--- config.mk ---
export PLATFORM = sky130hd
export DESIGN_NAME = ro_pair_sampler
export DESIGN_NICKNAME = d
export VERILOG_FILES = /design/src/rtl/ro_pair_sampler.sv
export SDC_FILE = /design/constraint.sdc
export NUM_CORES = 1
export LEC_CHECK = 0
export ABC_AREA = 1
export CAP_MARGIN = 15
export CORE_UTILIZATION = 35
export DETAILED_ROUTE_END_ITERATION = 10
export SETUP_SLACK_MARGIN = 0.02
export SLEW_MARGIN = 40
export SYNTH_ARGS = -nofsm -noshare
export SYNTH_HDL_FRONTEND = slang
export SYNTH_SLANG_ARGS = --single-unit
export TNS_END_PERCENT = 1
--- constraint.sdc ---
create_clock -name clk -period 2.2 [get_ports clk]
set_input_delay 0.66 -clock clk [delete_from_list [all_inputs] [get_ports clk]]
set_output_delay 0.66 -clock clk [all_outputs]
set_load 0.01 [all_outputs]
--- src/rtl/ro_pair_sampler.sv ---
// Ring-oscillator PUF pair sampler: selects two ROs in turn, counts edges over a window, emits resp.
// Optional RO_SAMPLER_TIE_FLAG_EN adds the registered tie output.
module ro_pair_sampler #(
    parameter int WINDOW = 1024,
    parameter int SETTLE = 4,
    parameter int CNT_W  = 16
) (
    input  logic             clk,
    input  logic             rst,
    input  logic             start,
    input  logic [2:0]       chal_a,
    input  logic [2:0]       chal_b,
    input  logic             mux_out,
    output logic [2:0]       scr_out,
    output logic             busy,
    output logic             done,
    output logic             resp,
    output logic [CNT_W-1:0] cnt_a,
    output logic [CNT_W-1:0] cnt_b
`ifdef RO_SAMPLER_TIE_FLAG_EN
    ,
    output logic             tie
`endif
);
    localparam int TW = $clog2(((WINDOW > SETTLE) ? WINDOW : SETTLE) + 1);
    localparam logic [TW-1:0]    SET_LAST = TW'(SETTLE - 1);
    localparam logic [TW-1:0]    WIN_LAST = TW'(WINDOW - 1);
    localparam logic [CNT_W-1:0] CNT_MAX  = '1;

    typedef enum logic [2:0] {IDLE, SETTLE_A, COUNT_A, SETTLE_B, COUNT_B, DONE} state_t;

    state_t           state_q, state_d;
    logic [TW-1:0]    tmr_q, tmr_d;
    logic             sync1_q, sync1_d, sync2_q, sync2_d, dly_q, dly_d;
    logic [2:0]       scr_q, scr_d, ch_b_q, ch_b_d;
    logic             busy_q, busy_d, done_q, done_d, resp_q, resp_d;
    logic [CNT_W-1:0] cnt_a_q, cnt_a_d, cnt_b_q, cnt_b_d;
    logic             rise;
`ifdef RO_SAMPLER_TIE_FLAG_EN
    logic             tie_q, tie_d;
`endif

    assign rise = sync2_q & ~dly_q;

    always_comb begin
        state_d = state_q;
        tmr_d   = tmr_q + 1'b1;
        sync1_d = mux_out;
        sync2_d = sync1_q;
        dly_d   = sync2_q;
        scr_d   = scr_q;
        ch_b_d  = ch_b_q;
        busy_d  = busy_q;
        done_d  = 1'b0;
        resp_d  = resp_q;
        cnt_a_d = cnt_a_q;
        cnt_b_d = cnt_b_q;
`ifdef RO_SAMPLER_TIE_FLAG_EN
        tie_d   = tie_q;
`endif
        case (state_q)
            IDLE, DONE: begin
                tmr_d   = '0;
                state_d = IDLE;
                if (start) begin
                    state_d = SETTLE_A;
                    scr_d   = chal_a;
                    ch_b_d  = chal_b;
                    cnt_a_d = '0;
                    cnt_b_d = '0;
                    busy_d  = 1'b1;
                end
            end
            SETTLE_A: if (tmr_q == SET_LAST) begin
                state_d = COUNT_A;
                tmr_d   = '0;
            end
            COUNT_A: begin
                if (rise && cnt_a_q != CNT_MAX) cnt_a_d = cnt_a_q + 1'b1;
                if (tmr_q == WIN_LAST) begin
                    state_d = SETTLE_B;
                    scr_d   = ch_b_q;
                    tmr_d   = '0;
                end
            end
            SETTLE_B: if (tmr_q == SET_LAST) begin
                state_d = COUNT_B;
                tmr_d   = '0;
            end
            COUNT_B: begin
                if (rise && cnt_b_q != CNT_MAX) cnt_b_d = cnt_b_q + 1'b1;
                if (tmr_q == WIN_LAST) begin
                    // compare against the final count, including this cycle's edge
                    state_d = DONE;
                    tmr_d   = '0;
                    busy_d  = 1'b0;
                    done_d  = 1'b1;
                    resp_d  = cnt_a_q > cnt_b_d;
`ifdef RO_SAMPLER_TIE_FLAG_EN
                    tie_d   = cnt_a_q == cnt_b_d;
`endif
                end
            end
            default: begin
                state_d = IDLE;
                tmr_d   = '0;
            end
        endcase
    end

    always_ff @(posedge clk or posedge rst) begin
        if (rst) begin
            state_q <= IDLE;
            tmr_q   <= '0;
            sync1_q <= 1'b0;
            sync2_q <= 1'b0;
            dly_q   <= 1'b0;
            scr_q   <= '0;
            ch_b_q  <= '0;
            busy_q  <= 1'b0;
            done_q  <= 1'b0;
            resp_q  <= 1'b0;
            cnt_a_q <= '0;
            cnt_b_q <= '0;
`ifdef RO_SAMPLER_TIE_FLAG_EN
            tie_q   <= 1'b0;
`endif
        end else begin
            state_q <= state_d;
            tmr_q   <= tmr_d;
            sync1_q <= sync1_d;
            sync2_q <= sync2_d;
            dly_q   <= dly_d;
            scr_q   <= scr_d;
            ch_b_q  <= ch_b_d;
            busy_q  <= busy_d;
            done_q  <= done_d;
            resp_q  <= resp_d;
            cnt_a_q <= cnt_a_d;
            cnt_b_q <= cnt_b_d;
`ifdef RO_SAMPLER_TIE_FLAG_EN
            tie_q   <= tie_d;
`endif
        end
    end

    assign scr_out = scr_q;
    assign busy    = busy_q;
    assign done    = done_q;
    assign resp    = resp_q;
    assign cnt_a   = cnt_a_q;
    assign cnt_b   = cnt_b_q;
`ifdef RO_SAMPLER_TIE_FLAG_EN
    assign tie     = tie_q;
`endif
endmodule
==> run summary <==
Fillers: 1032
Slew Viols, Final: 0
Horiz. Die Dim: 106 um
WL/cell: 13.6 um
Die area: 11200 um^2
CP cell instances: ha_4 > nand2_4 > nor2_4 > nand2_4 > nor2_4 > nor2_4 > buf_6 > o21ai_2 > nand2_1 > ha_1 > nand2_1 > inv_1 > nand3_1 > nor3_2 > a21oi_1 > nand2_1 > nand2_1
CP Launch Type: flop
CP peak stage delay: 0.39 ns
Placed cell count: 737
TritonCTS clock tree: built
Status: finished, violations left
Worst IR drop on VDD: 465 uV
I/O pin count: 48
Hold Vio Cnt, Final: 0
CP max stage cell: dfrtp_1
Sequential cell area: 1460 um^2
FF+latch count, synth: 58
Bufs and invs on worst path: 2
Die Span Y: 106 um
Kind of cell adding the most delay to the critical path: simple AND/OR/NAND/NOR gates
Top_reg_cell synth: dfrtp_1
Post-Synthesis Cells: 529
Most frequent cell after synthesis: nand2_1
Cell variety after synth: 29
Final Skew: 0.0140 ns
Adder-cell share of the synthesized area: 6.30%
EDFF count, synth: 0
Clock Sinks: 58
Synth top area cells: dfrtp_1, nand2_1, ha_1
Routed Antenna Nets: 0
Worst min path class: flop to flop
Top cell type's share of synthesized area: 38.5%
Max-cap violations: 0
Combinational cell fraction of total power: 44.4%
Initial antenna violation count: 0
Core Region: 10400 um^2
Fmax: 449 MHz
Port Buffers: 47
Clock transition at path regs: 0.08 ns
GRT Resource Usage Total: 19.9%
Mean post-synth cell area: 7.13 um^2
Via count: 3722
CP Capture Type: flop
CTS Buf Count: 9
Tightest Pin Transition: 0.457 ns
DR pass1 iterations: 5
Ys Warns: 0
P per Cell Area: 833 nW/um^2
Leading area contributor after synthesis: dfrtp_1
Final critical-path share of the clock period: 101%
Multi-input gate area: 2320 um^2
Synth Area in Compound Gates: 6.33%
Final Util: 49.3%
CP max FO: 8
Final GP Congestion: 0.845
Worst Path Required: 2.45 ns
Longest Clk Path Bufs: 2
XOR/XNOR Fraction of Synth Area: 5.80%
Leakage Power: 2.39 nW
Slew margin rel.: 69.3%
# rows: 37
Failing checks: setup timing
Asr flop ratio synth: 100%
Sw frac: 41.7%
Main combinational cell family by area after synthesis: simple AND/OR/NAND/NOR gates
Clock power share: 21.7%
Detailed placement HPWL: 7.54 mm
Largest net degree at the start of global routing: 59
P_int: 0.00248 W
Unrepaired setup endpoints after global routing: true
Clock latency on the worst-skew pair: 0.35 ns
Share of cells above drive strength 1: 19.5%
Power Total: 0.00426 W
DRC: 0
Mapped cell area: 3770 um^2
Vias per inst: 4.91
Aggregate routed wire length: 10.3 mm
Most Frequent Cell on Critical Path: nand2_1
Antenna diode count: 0
CTS Hold Buffers Added: 0
DRT iter0 DRCs: 185
Total grt overflow: 0
Final setup viols: 1
Final min period: 2.23 ns
Sequential share of power: 33.9%
Number of global-route vias before repair: 3658
Post-synth top cells: nand2_1, dfrtp_1, nor2_1, inv_1, nand3_1
Critical path type: flop to flop
Initial Util: 36.4%
Worst path arrival time: 2.48 ns
Layout area overhead: 35.5%
Pre-CTS setup slack: -0.0901 ns
Non-Filler Instances: 758
Sw power: 0.00178 W
Clk root buf: clkbuf_8
Synthesized net count: 558
Area share of and/or/nand/nor cells after synthesis: 36.4%
Setup TNS: -0.0278 ns
Mux cell area share after synthesis: 0%
Post-synthesis sequential area ratio: 38.5%
Number of H-tree levels: 3
First-pass GRT wire length: 17.4 mm
Setup ws final: -0.0278 ns
Nets: 646
[logic make-up after synthesis]
logic type | after synthesis
AO/OA/AOI/OAI | 42
AND/OR/NAND/NOR | 325
flip-flops | 58
adder cells (fa/ha/maj) | 19
buffers and inverters | 60
XOR/XNOR | 25
[what timing repair did]
| item | in CTS | in global routing |
|---|---|---|
| setup buffers | 2 | 3 |
| pin swaps | 13 | 17 |
| setup endpoints to repair | 2 | 3 |
| gates resized for setup | 20 | 45 |
[power by group through the flow]
stage               Clock (W)  Sequential (W)  Combinational [W]
floorplan                   0         0.00151           0.000981
global placement            0         0.00145            0.00173
detailed placement          0         0.00145            0.00175
CTS                  0.000950         0.00144            0.00180
global route         0.000985         0.00147            0.00214
finish               0.000926         0.00144            0.00189
[per-layer routing]
metal / part of all wire (%) / GRT usage, % / vias up
met5: 0 / 0 / -
met4: 3.2 / 11.5 / 0
met3: 5.3 / 3.53 / 28
met2: 48 / 31.5 / 98
met1: 43 / 25.5 / 1723
li1: - / - / 1873
[metrics by stage]
stage          instance area, um^2  hold slack (ns)
6_report                      5110            0.366
5_1_grt                       5110            0.372
4_1_cts                       4900            0.369
3_5_place_dp                  4640            0.342
3_3_place_gp                  4640            0.334
2_1_floorplan                 3780            0.331
[cell usage in the layout (no fill, tap or decap), types with 2 or more instances in the layout]
| cell | Yosys | layout |
|---|---|---|
| nand2_1 | 197 | 176 |
| nand2_4 | 1 | 5 |
| o21ai_1 | 0 | 2 |
| xor2_1 | 19 | 19 |
| inv_2 | 1 | 2 |
| ha_1 | 19 | 11 |
| clkdlybuf4s50_1 | 0 | 46 |
| dfrtp_2 | 0 | 6 |
| nand4_1 | 13 | 13 |
| nor2_4 | 3 | 7 |
| o21bai_1 | 2 | 2 |
| clkinvlp_4 | 0 | 2 |
| dfrtp_1 | 58 | 52 |
| ha_4 | 0 | 8 |
| nor3_1 | 7 | 5 |
| nor2_2 | 3 | 10 |
| buf_4 | 1 | 31 |
| inv_1 | 52 | 51 |
| o21ai_0 | 21 | 18 |
| o21ai_2 | 1 | 2 |
| buf_12 | 0 | 2 |
| and2_1 | 2 | 2 |
| xnor2_1 | 6 | 6 |
| nand2_2 | 4 | 21 |
| nand3_1 | 39 | 38 |
| clkinv_2 | 0 | 2 |
| a21oi_1 | 15 | 14 |
| buf_6 | 3 | 4 |
| clkinv_4 | 0 | 2 |
| clkbuf_8 | 0 | 10 |
| nor2_1 | 54 | 43 |
| nor3_2 | 0 | 2 |
[worst paths after layout]
check | endpoint | cells after the start | slack (ns) | start
worst max-delay path | resp | 17 | -0.03 | cnt_b[1]
worst min-delay path | dly_d | 0 | 0.37 | sync1_q
worst max register to register | resp | 17 | -0.03 | cnt_b[1]
worst min register to register | dly_d | 0 | 0.37 | sync1_q
max in group asynchronous | cnt_a[2] | 3 | 1.25 | rst
min in group asynchronous | cnt_b[13] | 3 | 0.67 | rst
[flip-flops by register name (all words and copies together) (netlist names)]
| name | flops |
|---|---|
| cnt_a | 16 |
| cnt_b | 16 |
| tmr_q | 11 |
| ch_b_q | 3 |
| scr_out | 3 |
| state_q | 3 |
| busy | 1 |
| dly_d | 1 |
| dly_q | 1 |
| done | 1 |
| resp | 1 |
| sync1_q | 1 |
[worst register-to-register path, stage by stage (launching register included)]
cell	delay (ns)
dfrtp_1	0.39
ha_4	0.17
nand2_4	0.06
nor2_4	0.13
nand2_4	0.09
nor2_4	0.11
nor2_4	0.06
buf_6	0.14
o21ai_2	0.07
nand2_1	0.08
ha_1	0.29
nand2_1	0.05
inv_1	0.07
nand3_1	0.10
nor3_2	0.14
a21oi_1	0.09
nand2_1	0.06
nand2_1	0.04
[cell type report]
cell class / instances / share of cell area, %
Inverter: 53 / 3.89
Timing Repair Buffer: 84 / 15.4
Tap cell: 136 / 3.33
Clock inverter: 6 / 0.832
Clock buffer: 10 / 2.69
Sequential cell: 58 / 28.5
Multi-Input combinational cell: 411 / 45.3
(Power assumes the default switching activity.)
